[src/rtl/debounce_pkg.sv]
// Shared definitions for the debounce/synchronizer channels.
package debounce_pkg;

  // Per-channel debouncer states; encoding is fixed so it can be probed on
  // a logic analyser and matched against the documented values.
  typedef enum logic [1:0] {
    ST_LOW       = 2'd0,
    ST_RISE_WAIT = 2'd1,
    ST_HIGH      = 2'd2,
    ST_FALL_WAIT = 2'd3
  } state_t;

  localparam int DEFAULT_DEBOUNCE_CYCLES = 4;

  // Counter width needed to hold 0..cycles-1, never narrower than one bit.
  function automatic int cnt_width(input int cycles);
    return (cycles <= 1) ? 1 : $clog2(cycles);
  endfunction

endpackage

[src/rtl/debounce_channel.sv]
// One input bit: 2-flop synchronizer followed by a counting debouncer that
// emits a registered level and single-cycle rise/fall pulses.
module debounce_channel
  import debounce_pkg::*;
#(
  parameter int DEBOUNCE_CYCLES = DEFAULT_DEBOUNCE_CYCLES
) (
  input  logic clk,
  input  logic rst_n,
  input  logic din,
  output logic q,
  output logic rise,
  output logic fall
);

  localparam int CNT_W = cnt_width(DEBOUNCE_CYCLES);
  localparam logic [CNT_W-1:0] CNT_LAST = CNT_W'(DEBOUNCE_CYCLES - 1);

  logic             s0_reg;
  logic             s1_reg;
  logic             ds;
  state_t           state_reg, state_next;
  logic [CNT_W-1:0] count_reg, count_next;
  logic             q_reg, q_next;
  logic             rise_reg, rise_next;
  logic             fall_reg, fall_next;

  assign ds = s1_reg;

  // Two-stage synchronizer for the raw asynchronous pin.
  always_ff @(posedge clk) begin
    if (!rst_n) begin
      s0_reg <= 1'b0;
      s1_reg <= 1'b0;
    end else begin
      s0_reg <= din;
      s1_reg <= s0_reg;
    end
  end

  // State, counter and registered outputs.
  always_ff @(posedge clk) begin
    if (!rst_n) begin
      state_reg <= ST_LOW;
      count_reg <= '0;
      q_reg     <= 1'b0;
      rise_reg  <= 1'b0;
      fall_reg  <= 1'b0;
    end else begin
      state_reg <= state_next;
      count_reg <= count_next;
      q_reg     <= q_next;
      rise_reg  <= rise_next;
      fall_reg  <= fall_next;
    end
  end

  // Next-state logic: a change is accepted only after the synchronized input
  // has held the new value on DEBOUNCE_CYCLES+1 consecutive edges.
  always_comb begin
    state_next = state_reg;
    count_next = count_reg;
    q_next     = q_reg;
    rise_next  = 1'b0;
    fall_next  = 1'b0;
    case (state_reg)
      ST_LOW: begin
        if (ds) begin
          state_next = ST_RISE_WAIT;
          count_next = '0;
        end
      end
      ST_RISE_WAIT: begin
        if (!ds) begin
          state_next = ST_LOW;
          count_next = '0;
        end else if (count_reg == CNT_LAST) begin
          state_next = ST_HIGH;
          count_next = '0;
          q_next     = 1'b1;
          rise_next  = 1'b1;
        end else begin
          count_next = count_reg + CNT_W'(1);
        end
      end
      ST_HIGH: begin
        if (!ds) begin
          state_next = ST_FALL_WAIT;
          count_next = '0;
        end
      end
      ST_FALL_WAIT: begin
        if (ds) begin
          state_next = ST_HIGH;
          count_next = '0;
        end else if (count_reg == CNT_LAST) begin
          state_next = ST_LOW;
          count_next = '0;
          q_next     = 1'b0;
          fall_next  = 1'b1;
        end else begin
          count_next = count_reg + CNT_W'(1);
        end
      end
      default: begin
        state_next = ST_LOW;
        count_next = '0;
        q_next     = 1'b0;
      end
    endcase
  end

  assign q    = q_reg;
  assign rise = rise_reg;
  assign fall = fall_reg;

endmodule

[src/rtl/debounce_sync.sv]
// Bank of independent synchronize-and-debounce channels.
module debounce_sync
  import debounce_pkg::*;
#(
  parameter int N_CH            = 1,
  parameter int DEBOUNCE_CYCLES = DEFAULT_DEBOUNCE_CYCLES
) (
  input  logic            clk,
  input  logic            rst_n,
  input  logic [N_CH-1:0] din,
  output logic [N_CH-1:0] q,
  output logic [N_CH-1:0] rise,
  output logic [N_CH-1:0] fall
);

  // One self-contained conditioner per input bit.
  for (genvar gi = 0; gi < N_CH; gi++) begin : g_ch
    debounce_channel #(
      .DEBOUNCE_CYCLES(DEBOUNCE_CYCLES)
    ) u_ch (
      .clk  (clk),
      .rst_n(rst_n),
      .din  (din[gi]),
      .q    (q[gi]),
      .rise (rise[gi]),
      .fall (fall[gi])
    );
  end

endmodule

[config.mk]
export PLATFORM = sky130hd
export DESIGN_NAME = debounce_sync
export DESIGN_NICKNAME = d
export VERILOG_FILES = /design/src/rtl/debounce_pkg.sv /design/src/rtl/debounce_channel.sv /design/src/rtl/debounce_sync.sv
export SDC_FILE = /design/constraint.sdc
export NUM_CORES = 1
export LEC_CHECK = 0
export BUFFER_PORTS_ARGS = -buffer_cell sky130_fd_sc_hd__buf_2
export CAP_MARGIN = 10
export CORE_AREA = 2 2 39 41
export DETAILED_ROUTE_END_ITERATION = 10
export DIE_AREA = 0 0 41 43
export GPL_TIMING_DRIVEN = 0
export HOLD_SLACK_MARGIN = 0.03
export SETUP_SLACK_MARGIN = 0.05
export SLEW_MARGIN = 20
export SYNTH_ARGS = -nofsm -noshare
export SYNTH_HDL_FRONTEND = slang
export SYNTH_SLANG_ARGS = --single-unit
export TNS_END_PERCENT = 1
[constraint.sdc]
create_clock -name clk -period 1.2 [get_ports clk]
set_input_delay 0.06 -clock clk [delete_from_list [all_inputs] [get_ports clk]]
set_output_delay 0.06 -clock clk [all_outputs]
set_load 0.05 [all_outputs]
==> metrics.txt, run 1 <==
# TYPE chip_impl_metric gauge
chip_impl_info{name="outcome",value="finished, final reports clean"} 1
chip_impl_metric{name="via_per_inst",unit=""} 4.14
chip_impl_metric{name="wl_met3",unit="um"} 42
chip_impl_metric{name="max_freq",unit="MHz"} 934
chip_impl_metric{name="met2WireLength",unit="um"} 189
chip_impl_metric{name="synth_cell_type_count",unit=""} 14
chip_impl_metric{name="cp_num_buf_inv",unit=""} 0
chip_impl_metric{name="p_per_area",unit="nW/um2"} 1290
chip_impl_info{name="clock-root-buffer",value="sky130_fd_sc_hd__clkbuf_4"} 1
chip_impl_metric{name="grt_first_pass_wirelength",unit="um"} 910
chip_impl_info{name="worst_hold_path_type",value="in -> reg"} 1
chip_impl_info{name="synth_top_area_cell",value="sky130_fd_sc_hd__dfxtp_1"} 1
chip_impl_metric{name="grt_max_degree",unit=""} 9
chip_impl_metric{name="placement_rows",unit=""} 14
chip_impl_metric{name="worstPathMaxFanout",unit=""} 4
chip_impl_info{name="list_of_cells_traversed_by_the_critical_path",value="ha_1 > nand2_1 > o21a_1 > o21a_1"} 1
chip_impl_metric{name="worst_skew_pair.late_latency",unit="ns"} 0.26
chip_impl_metric{name="worst-endpoint-arrival",unit="ns"} 1.23
chip_impl_metric{name="dpl.hpwl",unit="um"} 360
chip_impl_metric{name="post_synth_fa_ha_maj_area_fraction",unit="%"} 7.12
chip_impl_metric{name="final_antenna_net_count",unit=""} 0
chip_impl_metric{name="routed_wire_length_per_instance",unit="um"} 8.69
chip_impl_metric{name="io_pins",unit=""} 6
chip_impl_metric{name="num_antenna_cells",unit=""} 0
chip_impl_info{name="rsz_0062_raised_after_global_routing",value="no"} 1
chip_impl_metric{name="ys_seq_elements",unit=""} 9
chip_impl_metric{name="synth_cells",unit=""} 33
chip_impl_metric{name="layout-drive-gt1-share",unit="%"} 25.6
chip_impl_metric{name="worst_hold_slack",unit="ns"} 0.0742
chip_impl_info{name="top_signal_layer_used",value="met4"} 1
chip_impl_metric{name="drt_first_pass_iters",unit=""} 2
chip_impl_metric{name="core_region_area",unit="um2"} 1380
chip_impl_metric{name="finish.net_count",unit=""} 49
chip_impl_metric{name="fp.dieH",unit="um"} 43
chip_impl_metric{name="vias",unit=""} 244
chip_impl_metric{name="post_synth_xor_area_fraction",unit="%"} 4.63
chip_impl_metric{name="wl_met1",unit="um"} 264
chip_impl_metric{name="first_global_vias",unit=""} 218
chip_impl_metric{name="die_x",unit="um"} 41
chip_impl_metric{name="cts_made_buffers",unit=""} 3
chip_impl_metric{name="synth-compound-area-share",unit="%"} 12.1
chip_impl_metric{name="synth_area_per_cell",unit="um2"} 10.7
chip_impl_metric{name="grtUsageTotal",unit="%"} 8.08
chip_impl_metric{name="port_buffers",unit=""} 5
chip_impl_metric{name="syn-cell-area",unit="um2"} 352
chip_impl_metric{name="layout_overhead_on_the_synthesized_area",unit="%"} 23.5
chip_impl_metric{name="fin_tns_setup",unit="ns"} 0
chip_impl_metric{name="synthMuxAreaShare",unit="%"} 0
chip_impl_info{name="synth_top_cells_by_area",value="sky130_fd_sc_hd__dfxtp_1, sky130_fd_sc_hd__nor3b_1, sky130_fd_sc_hd__o21a_1, sky130_fd_sc_hd__ha_1, sky130_fd_sc_hd__xor2_2"} 1
chip_impl_metric{name="gp_routability_congestion",unit=""} 0.736
chip_impl_metric{name="simple_logic_cell_fraction_of_the_synthesized_area",unit="%"} 23.8
chip_impl_info{name="worst_path_most_repeated_cell",value="sky130_fd_sc_hd__o21a_1"} 1
chip_impl_metric{name="fill_cells",unit=""} 140
chip_impl_metric{name="cts_max_path_bufs",unit=""} 2
chip_impl_info{name="path_class",value="reg -> reg"} 1
chip_impl_metric{name="final-setup-viol-count",unit=""} 0
chip_impl_metric{name="tritoncts_sinks",unit=""} 9
chip_impl_metric{name="initial_core_util",unit="%"} 25.4
chip_impl_metric{name="multi_input_area",unit="um2"} 168
chip_impl_metric{name="drc",unit=""} 0
chip_impl_metric{name="power.static_leakage",unit="nW"} 0.193
chip_impl_metric{name="drtIter0Drc",unit=""} 3
chip_impl_metric{name="overflow",unit=""} 0
chip_impl_metric{name="max-cap-violations",unit=""} 0
chip_impl_metric{name="seq_area",unit="um2"} 181
chip_impl_metric{name="route.final.wire_length",unit="um"} 513
chip_impl_metric{name="htree_num_levels",unit=""} 1
chip_impl_metric{name="post_layout_min_period",unit="ns"} 1.07
chip_impl_metric{name="number_of_failing_hold_endpoints_at_the_final_stage",unit=""} 0
chip_impl_info{name="crit_slowest_cell",value="sky130_fd_sc_hd__dfxtp_2"} 1
chip_impl_metric{name="cp_data_required_time",unit="ns"} 1.36
chip_impl_info{name="tritoncts",value="done"} 1
chip_impl_info{name="synth_top_family_by_area",value="simple AND/OR/NAND/NOR gates"} 1
chip_impl_metric{name="ys_warn_count",unit=""} 0
chip_impl_metric{name="yosysSeqAreaShare",unit="%"} 51.2
chip_impl_info{name="cp_top_family",value="flip-flops"} 1
chip_impl_metric{name="maxSlewViolCount",unit=""} 0
chip_impl_metric{name="yosys.area.top_type_share",unit="%"} 51.2
chip_impl_metric{name="slew_headroom",unit="%"} 83.5
chip_impl_metric{name="cp_slowest_stage_delay",unit="ns"} 0.35
chip_impl_metric{name="clk_pin_slew_worst_paths",unit="ns"} 0.06
chip_impl_info{name="endpoint_class_of_the_critical_path",value="flop"} 1
chip_impl_info{name="crit_path_start_kind",value="flop"} 1
chip_impl_metric{name="final.setup_skew",unit="ns"} 0.00419
chip_impl_metric{name="antenna_found_initial",unit=""} 0
chip_impl_metric{name="min_period_over_period",unit="%"} 89.2
chip_impl_info{name="layout.cells.most_common_list",value="sky130_fd_sc_hd__dfxtp_1, sky130_fd_sc_hd__buf_2, sky130_fd_sc_hd__nor3b_1, sky130_fd_sc_hd__o21a_1, sky130_fd_sc_hd__clkbuf_4"} 1
chip_impl_metric{name="synth.net_count",unit=""} 38
chip_impl_metric{name="max_slew.worst_pin.slew",unit="ns"} 0.249
chip_impl_info{name="layout_commonest_cell",value="sky130_fd_sc_hd__dfxtp_1"} 1
chip_impl_metric{name="postCtsSetupRepairBufs",unit=""} 0
chip_impl_metric{name="die_area",unit="um2"} 1760
chip_impl_metric{name="irDropWorstVdd",unit="V"} 0.000588
## Yosys cell counts (all sizes together)
library cell / n
and3: 3
a21oi: 1
ha: 2
o21a: 4
inv: 1
nand2: 2
nor2: 1
and2: 2
nand3: 2
xor2: 1
dfxtp: 9
a21boi: 1
nor3b: 4
## worst register-to-register path, stage by stage, from the launching register on
cell and delay (ns):
sky130_fd_sc_hd__dfxtp_2 0.35, sky130_fd_sc_hd__ha_1 0.17, sky130_fd_sc_hd__nand2_1 0.10, sky130_fd_sc_hd__o21a_1 0.18
sky130_fd_sc_hd__o21a_1 0.17
## kinds of logic after synthesis
logic type / after synthesis
compound gates: 6
simple gates: 14
fa+ha+maj: 2
flops: 9
buf+inv: 1
xor+xnor: 1
## repair_timing
| action | CTS | global route |
|---|---|---|
| hold endpoints to repair | 1 | 0 |
| setup endpoints to repair | 0 | 1 |
| gates resized for setup | 0 | 1 |
| hold buffers | 1 | 0 |
## path summary, 6_finish.rpt
| path | start | end | slack [ns] | cells past startpoint |
|---|---|---|---|---|
| max reg2reg | g_ch[0].u_ch.count_reg[0] | g_ch[0].u_ch.q | 0.13 | 4 |
| min | rst_n | g_ch[0].u_ch.count_reg[0] | 0.07 | 2 |
| max | g_ch[0].u_ch.count_reg[0] | g_ch[0].u_ch.q | 0.13 | 4 |
| min reg2reg | g_ch[0].u_ch.s0_reg | g_ch[0].u_ch.ds | 0.44 | 1 |
## layer usage
metal | track usage, % | vias up
li1 | - | 135
met1 | 10.5 | 100
met2 | 9.38 | 7
met3 | 4.71 | 2
met4 | 6.00 | 0
met5 | 0 | -
## final cells by class
| cell class | count | share of cell area, % |
|---|---|---|
| inverters | 1 | 0.865 |
| repair buffers | 6 | 8.07 |
| flip-flops and latches | 9 | 41.8 |
| multi-input cells | 23 | 38.6 |
| clock buffers | 4 | 6.05 |
| well taps | 16 | 4.61 |
## where the power goes
group / internal, mW / leakage [nW] / total, mW / switching [mW]
logic: 0.00879 / 0.105 / 0.0148 / 0.00599
registers: 0.303 / 0.0735 / 0.307 / 0.00420
clock network: 0.128 / 0.0150 / 0.236 / 0.108
total: 0.440 / 0.193 / 0.558 / 0.118
## through the flow
stage	total power [mW]	area, um2	instances	setup slack, ns	utilization (%)
global route	0.584	434	59	0.0511	31.4
detailed placement	0.326	397	54	0.0973	28.7
CTS	0.569	433	59	0.0847	31.3
finish	0.558	434	59	0.130	31.4
global placement	0.326	397	54	0.121	28.7
floorplan	0.319	352	33	0.181	-
No activity file was read; power rests on OpenSTA's default activity.
==> run 2: changes to the inputs <==
CTS_BUF_LIST = sky130_fd_sc_hd__clkbuf_8   (was not set)
PLACE_DENSITY_LB_ADDON = 0.2   (was not set)
==> metrics.txt, run 2 (synthesis gave the netlist of run 1 again) <==
# TYPE chip_impl_metric gauge
chip_impl_metric{name="gp_routability_congestion",unit=""} 0.742
chip_impl_metric{name="power.static_leakage",unit="nW"} 0.199
chip_impl_metric{name="placement_rows",unit=""} 14
chip_impl_info{name="crit_slowest_cell",value="sky130_fd_sc_hd__dfxtp_1"} 1
chip_impl_metric{name="tritoncts_sinks",unit=""} 9
chip_impl_metric{name="drc",unit=""} 0
chip_impl_info{name="path_class",value="reg -> reg"} 1
chip_impl_metric{name="max-cap-violations",unit=""} 0
chip_impl_metric{name="max_slew.worst_pin.slew",unit="ns"} 0.250
chip_impl_metric{name="min_period_over_period",unit="%"} 87.8
chip_impl_metric{name="cp_num_buf_inv",unit=""} 0
chip_impl_metric{name="final.setup_skew",unit="ns"} 0.00437
chip_impl_metric{name="p_per_area",unit="nW/um2"} 1460
chip_impl_metric{name="worstPathMaxFanout",unit=""} 5
chip_impl_metric{name="layout_overhead_on_the_synthesized_area",unit="%"} 27.8
chip_impl_metric{name="port_buffers",unit=""} 5
chip_impl_metric{name="htree_num_levels",unit=""} 1
chip_impl_metric{name="first_global_vias",unit=""} 233
chip_impl_metric{name="num_antenna_cells",unit=""} 0
chip_impl_metric{name="max_freq",unit="MHz"} 949
chip_impl_metric{name="cp_slowest_stage_delay",unit="ns"} 0.36
chip_impl_info{name="list_of_cells_traversed_by_the_critical_path",value="xor2_2 > and3_1 > o21a_1"} 1
chip_impl_metric{name="cts_max_path_bufs",unit=""} 2
chip_impl_metric{name="cts_made_buffers",unit=""} 3
chip_impl_info{name="tritoncts",value="done"} 1
chip_impl_info{name="cp_top_family",value="flip-flops"} 1
chip_impl_metric{name="grt_max_degree",unit=""} 9
chip_impl_metric{name="via_per_inst",unit=""} 4.41
chip_impl_metric{name="io_pins",unit=""} 6
chip_impl_metric{name="clk_pin_slew_worst_paths",unit="ns"} 0.04
chip_impl_metric{name="slew_headroom",unit="%"} 83.5
chip_impl_metric{name="antenna_found_initial",unit=""} 0
chip_impl_metric{name="worst_skew_pair.late_latency",unit="ns"} 0.23
chip_impl_metric{name="routed_wire_length_per_instance",unit="um"} 9.93
chip_impl_metric{name="irDropWorstVdd",unit="V"} 0.000569
chip_impl_metric{name="die_x",unit="um"} 41
chip_impl_metric{name="maxSlewViolCount",unit=""} 0
chip_impl_metric{name="fp.dieH",unit="um"} 43
chip_impl_metric{name="finish.net_count",unit=""} 48
chip_impl_metric{name="hold_buffers",unit=""} 0
chip_impl_metric{name="final-setup-viol-count",unit=""} 0
chip_impl_metric{name="die_area",unit="um2"} 1760
chip_impl_metric{name="grtUsageTotal",unit="%"} 9.08
chip_impl_metric{name="drt_first_pass_iters",unit=""} 2
chip_impl_metric{name="grt_first_pass_wirelength",unit="mm"} 1.00
chip_impl_info{name="layout_commonest_cell",value="sky130_fd_sc_hd__dfxtp_1"} 1
chip_impl_metric{name="layout-drive-gt1-share",unit="%"} 33.3
chip_impl_metric{name="core_region_area",unit="um2"} 1380
chip_impl_metric{name="initial_core_util",unit="%"} 25.4
chip_impl_metric{name="vias",unit=""} 256
chip_impl_metric{name="dpl.hpwl",unit="um"} 422
chip_impl_info{name="rsz_0062_raised_after_global_routing",value="no"} 1
chip_impl_metric{name="final_antenna_net_count",unit=""} 0
chip_impl_info{name="layout.cells.most_common_list",value="sky130_fd_sc_hd__dfxtp_1, sky130_fd_sc_hd__buf_2, sky130_fd_sc_hd__nor3b_1, sky130_fd_sc_hd__o21a_1, sky130_fd_sc_hd__clkbuf_8"} 1
chip_impl_metric{name="drtIter0Drc",unit=""} 3
chip_impl_metric{name="fin_tns_setup",unit="ns"} 0
chip_impl_metric{name="cp_data_required_time",unit="ns"} 1.32
chip_impl_info{name="worst_hold_path_type",value="in -> reg"} 1
chip_impl_metric{name="overflow",unit=""} 0
chip_impl_metric{name="worst-endpoint-arrival",unit="ns"} 1.17
chip_impl_metric{name="route.final.wire_length",unit="um"} 576
chip_impl_metric{name="post-layout-total-power",unit="mW"} 0.658
chip_impl_info{name="crit_path_start_kind",value="flop"} 1
chip_impl_metric{name="number_of_failing_hold_endpoints_at_the_final_stage",unit=""} 0
chip_impl_metric{name="post_layout_min_period",unit="ns"} 1.05
chip_impl_info{name="outcome",value="finished, final reports clean"} 1
chip_impl_info{name="clock-root-buffer",value="sky130_fd_sc_hd__clkbuf_8"} 1
chip_impl_metric{name="postCtsSetupRepairBufs",unit=""} 0
chip_impl_info{name="endpoint_class_of_the_critical_path",value="flop"} 1
==> run 2: what timing repair did <==
action	4_1_cts	5_1_grt
endpoints found under the setup margin	0	1
resized for setup	0	4
hold endpoints to repair	0	0
==> run 2: path summary, 6_finish.rpt <==
check / depth (start not counted) / endpoint / slack (ns) / startpoint
setup / recovery: 3 / g_ch[0].u_ch.count_reg[1] / 0.15 / flop
hold / removal: 2 / g_ch[0].u_ch.s0_reg / 0.04 / din
setup reg to reg: 3 / g_ch[0].u_ch.count_reg[1] / 0.15 / flop
hold reg to reg: 1 / g_ch[0].u_ch.ds / 0.44 / g_ch[0].u_ch.s0_reg
==> run 2: routing by layer <==
| metal | part of all wire [%] | GRT usage (%) |
|---|---|---|
| met5 | 0 | 0 |
| met4 | 1.4 | 10.0 |
| met3 | 5.6 | 3.14 |
| met2 | 49 | 11.3 |
| met1 | 43 | 10.8 |
==> run 2: per-stage QoR <==
step,cell area (um2),cells,setup WS [ns],hold WS [ns],utilization [%]
after detailed placement,397,54,0.0917,0.272,28.7
after global routing,449,58,0.0600,0.0458,32.5
after floorplan,352,33,0.181,0.178,-
final,449,58,0.146,0.0409,32.5
after global placement,397,54,0.123,0.269,28.7
after CTS,442,58,0.0850,0.0382,31.9
==> run 2: final cells by class <==
cell class | instances | area (um2)
Fill cell | 144 | 935
Sequential cell | 9 | 183
Multi-Input combinational cell | 23 | 173
Clock buffer | 3 | 41.3
Timing Repair Buffer | 5 | 25.0
Tap cell | 16 | 20.0
Clock inverter | 1 | 3.75
Inverter | 1 | 3.75
==> run 2: power by group <==
part	internal, mW	switching [mW]
combinational	0.00673	0.00599
sequential	0.304	0.00451
clock	0.222	0.114
==> run 3: changes to the inputs <==
ABC_AREA = 1   (was not set)
==> metrics.txt, run 3 <==
# TYPE chip_impl_metric gauge
chip_impl_info{name="outcome",value="finished, final reports clean"} 1
chip_impl_metric{name="layout_overhead_on_the_synthesized_area",unit="%"} 28.9
chip_impl_metric{name="io_pins",unit=""} 6
chip_impl_metric{name="fin_tns_setup",unit="ns"} 0
chip_impl_info{name="layout.cells.most_common_list",value="sky130_fd_sc_hd__dfxtp_1, sky130_fd_sc_hd__inv_1, sky130_fd_sc_hd__buf_2"} 1
chip_impl_metric{name="final-setup-viol-count",unit=""} 0
chip_impl_metric{name="route.final.wire_length",unit="um"} 604
chip_impl_metric{name="grtUsageTotal",unit="%"} 9.84
chip_impl_metric{name="grt_first_pass_wirelength",unit="mm"} 1.09
chip_impl_metric{name="synth_area_per_cell",unit="um2"} 8.66
chip_impl_metric{name="layout-drive-gt1-share",unit="%"} 26.0
chip_impl_info{name="synthMostInstantiatedCell",value="sky130_fd_sc_hd__dfxtp_1"} 1
chip_impl_info{name="postSynth.topFlopCell",value="sky130_fd_sc_hd__dfxtp_1"} 1
chip_impl_metric{name="antenna_found_initial",unit=""} 0
chip_impl_metric{name="synth.net_count",unit=""} 45
chip_impl_metric{name="vias",unit=""} 282
chip_impl_info{name="rsz_0062_raised_after_global_routing",value="no"} 1
chip_impl_metric{name="slew_headroom",unit="%"} 84.1
chip_impl_metric{name="worst-endpoint-arrival",unit="ns"} 1.10
chip_impl_metric{name="instances_no_fill",unit=""} 66
chip_impl_info{name="worst_hold_path_type",value="in -> reg"} 1
chip_impl_metric{name="dpl.cell_count",unit=""} 61
chip_impl_metric{name="post_layout_min_period",unit="ns"} 0.974
chip_impl_metric{name="number_of_failing_hold_endpoints_at_the_final_stage",unit=""} 0
chip_impl_metric{name="worstPathMaxFanout",unit=""} 4
chip_impl_metric{name="worst_hold_slack",unit="ns"} 0.0825
chip_impl_metric{name="yosysSeqAreaShare",unit="%"} 52.0
chip_impl_metric{name="max_freq",unit="MHz"} 1030
chip_impl_info{name="tritoncts",value="done"} 1
chip_impl_metric{name="final.setup_skew",unit="ns"} 0.00120
chip_impl_metric{name="num_antenna_cells",unit=""} 0
chip_impl_info{name="clock-root-buffer",value="sky130_fd_sc_hd__clkbuf_8"} 1
chip_impl_metric{name="dpl_cell_area",unit="um2"} 392
chip_impl_metric{name="first_global_vias",unit=""} 288
chip_impl_metric{name="fp.dieH",unit="um"} 43
chip_impl_metric{name="placement_rows",unit=""} 14
chip_impl_metric{name="post-layout-total-power",unit="mW"} 0.673
chip_impl_metric{name="drt_first_pass_iters",unit=""} 4
chip_impl_metric{name="drtIter0Drc",unit=""} 5
chip_impl_info{name="endpoint_class_of_the_critical_path",value="flop"} 1
chip_impl_metric{name="finish.net_count",unit=""} 56
chip_impl_metric{name="synth_cells",unit=""} 40
chip_impl_metric{name="initial_core_util",unit="%"} 25.0
chip_impl_metric{name="max-cap-violations",unit=""} 0
chip_impl_info{name="synth_top_area_cell",value="sky130_fd_sc_hd__dfxtp_1"} 1
chip_impl_metric{name="gp_routability_congestion",unit=""} 0.635
chip_impl_metric{name="cts_max_path_bufs",unit=""} 2
chip_impl_info{name="synth_commonest_cells",value="sky130_fd_sc_hd__dfxtp_1, sky130_fd_sc_hd__inv_1, sky130_fd_sc_hd__nand2_1, sky130_fd_sc_hd__nand3_1, sky130_fd_sc_hd__nand2_2"} 1
chip_impl_metric{name="drc",unit=""} 0
chip_impl_metric{name="ys_seq_elements",unit=""} 9
chip_impl_metric{name="htree_num_levels",unit=""} 1
chip_impl_metric{name="die_area",unit="um2"} 1760
chip_impl_metric{name="syn-cell-area",unit="um2"} 347
chip_impl_metric{name="irDropWorstVdd",unit="V"} 0.000359
chip_impl_metric{name="die_x",unit="um"} 41
chip_impl_metric{name="grt_max_degree",unit=""} 7
chip_impl_metric{name="clk_pin_slew_worst_paths",unit="ns"} 0.04
chip_impl_metric{name="core_region_area",unit="um2"} 1380
chip_impl_metric{name="via_per_inst",unit=""} 4.27
chip_impl_metric{name="routed_wire_length_per_instance",unit="um"} 9.15
chip_impl_metric{name="ys_warn_count",unit=""} 0
chip_impl_metric{name="cts_made_buffers",unit=""} 3
chip_impl_info{name="crit_path_start_kind",value="flop"} 1
chip_impl_metric{name="design_area",unit="um2"} 447
chip_impl_metric{name="final_antenna_net_count",unit=""} 0
chip_impl_metric{name="min_period_over_period",unit="%"} 81.2
chip_impl_metric{name="setup_slack",unit="ns"} 0.226
chip_impl_metric{name="tritoncts_sinks",unit=""} 9
chip_impl_metric{name="p_per_area",unit="nW/um2"} 1510
chip_impl_metric{name="pre_cts_ws",unit="ns"} 0.212
chip_impl_metric{name="worst_skew_pair.late_latency",unit="ns"} 0.23
chip_impl_metric{name="synth_enable_flop_cells",unit=""} 0
chip_impl_metric{name="postCtsResizedCells",unit=""} 0
chip_impl_metric{name="power.static_leakage",unit="nW"} 0.215
chip_impl_metric{name="async_reset_ff_share",unit="%"} 0
chip_impl_metric{name="dpl.hpwl",unit="um"} 432
chip_impl_metric{name="cp_data_required_time",unit="ns"} 1.32
chip_impl_metric{name="overflow",unit=""} 0
chip_impl_metric{name="synth_cell_type_count",unit=""} 14
chip_impl_info{name="path_class",value="reg -> reg"} 1
chip_impl_metric{name="maxSlewViolCount",unit=""} 0
chip_impl_metric{name="yosys.area.top_type_share",unit="%"} 52.0
chip_impl_metric{name="flop_to_flop_setup_slack",unit="ns"} 0.23
chip_impl_metric{name="fin_util",unit="%"} 32.3
chip_impl_metric{name="port_buffers",unit=""} 5
chip_impl_info{name="layout_commonest_cell",value="sky130_fd_sc_hd__dfxtp_1"} 1
chip_impl_info{name="synth_top_cells_by_area",value="sky130_fd_sc_hd__dfxtp_1, sky130_fd_sc_hd__ha_1, sky130_fd_sc_hd__inv_1, sky130_fd_sc_hd__nand3_1, sky130_fd_sc_hd__nand2_2"} 1
chip_impl_metric{name="max_slew.worst_pin.slew",unit="ns"} 0.237
## run 3: power by group
group          leakage, nW  internal [mW]  switching [mW]  total (mW)
Combinational        0.115        0.00812          0.0119      0.0200
Clock               0.0269          0.223           0.123       0.346
Sequential          0.0730          0.304         0.00278       0.307
Total                0.215          0.535           0.138       0.673
## run 3: area by class of cell
type | count | area (um2)
repair buffers | 6 | 35.0
fillers | 146 | 937
inverters | 8 | 30.0
clock inverters | 1 | 3.75
flip-flops and latches | 9 | 180
well taps | 16 | 20.0
clock buffers | 3 | 41.3
multi-input cells | 23 | 136
## run 3: repair_timing
action                                 CTS  global route
setup buffers                            0             0
endpoints found under the hold margin    1             0
hold buffers                             1             0
## run 3: final timing paths
| kind | cells after the start | endpoint | start |
|---|---|---|---|
| max | 6 | g_ch[0].u_ch.q | g_ch[0].u_ch.count_reg[0] |
| min | 3 | g_ch[0].u_ch.ds | rst_n |
| max reg2reg | 6 | g_ch[0].u_ch.q | g_ch[0].u_ch.count_reg[0] |
| min reg2reg | 2 | g_ch[0].u_ch.ds | g_ch[0].u_ch.s0_reg |
## run 3: worst max-delay path, cell delays in order (launching register included)
cell and delay (ns):
sky130_fd_sc_hd__dfxtp_1 0.37, sky130_fd_sc_hd__ha_1 0.17, sky130_fd_sc_hd__nand2_1 0.06, sky130_fd_sc_hd__inv_1 0.09
sky130_fd_sc_hd__nand2_1 0.06, sky130_fd_sc_hd__nand3_1 0.06, sky130_fd_sc_hd__o21ai_1 0.06
## run 3: cells by family (layout without fill, tap and decap cells)
logic type | count (synthesis) | count (layout) | synth area share [%]
AO/OA/AOI/OAI | 4 | 4 | 6.50
flip-flops | 9 | 9 | 52.0
buffers and inverters | 8 | 18 | 8.66
adder cells (fa/ha/maj) | 2 | 2 | 7.22
AND/OR/NAND/NOR | 17 | 17 | 25.6
## run 3: metal layers
layer  global-route usage (%)  wire [um]  vias up
met4                     14.0         29        0
met3                     1.57         17        4
met1                     10.6        274      120
li1                         -          -      152
met5                        0          0        -
met2                     12.8        283        6
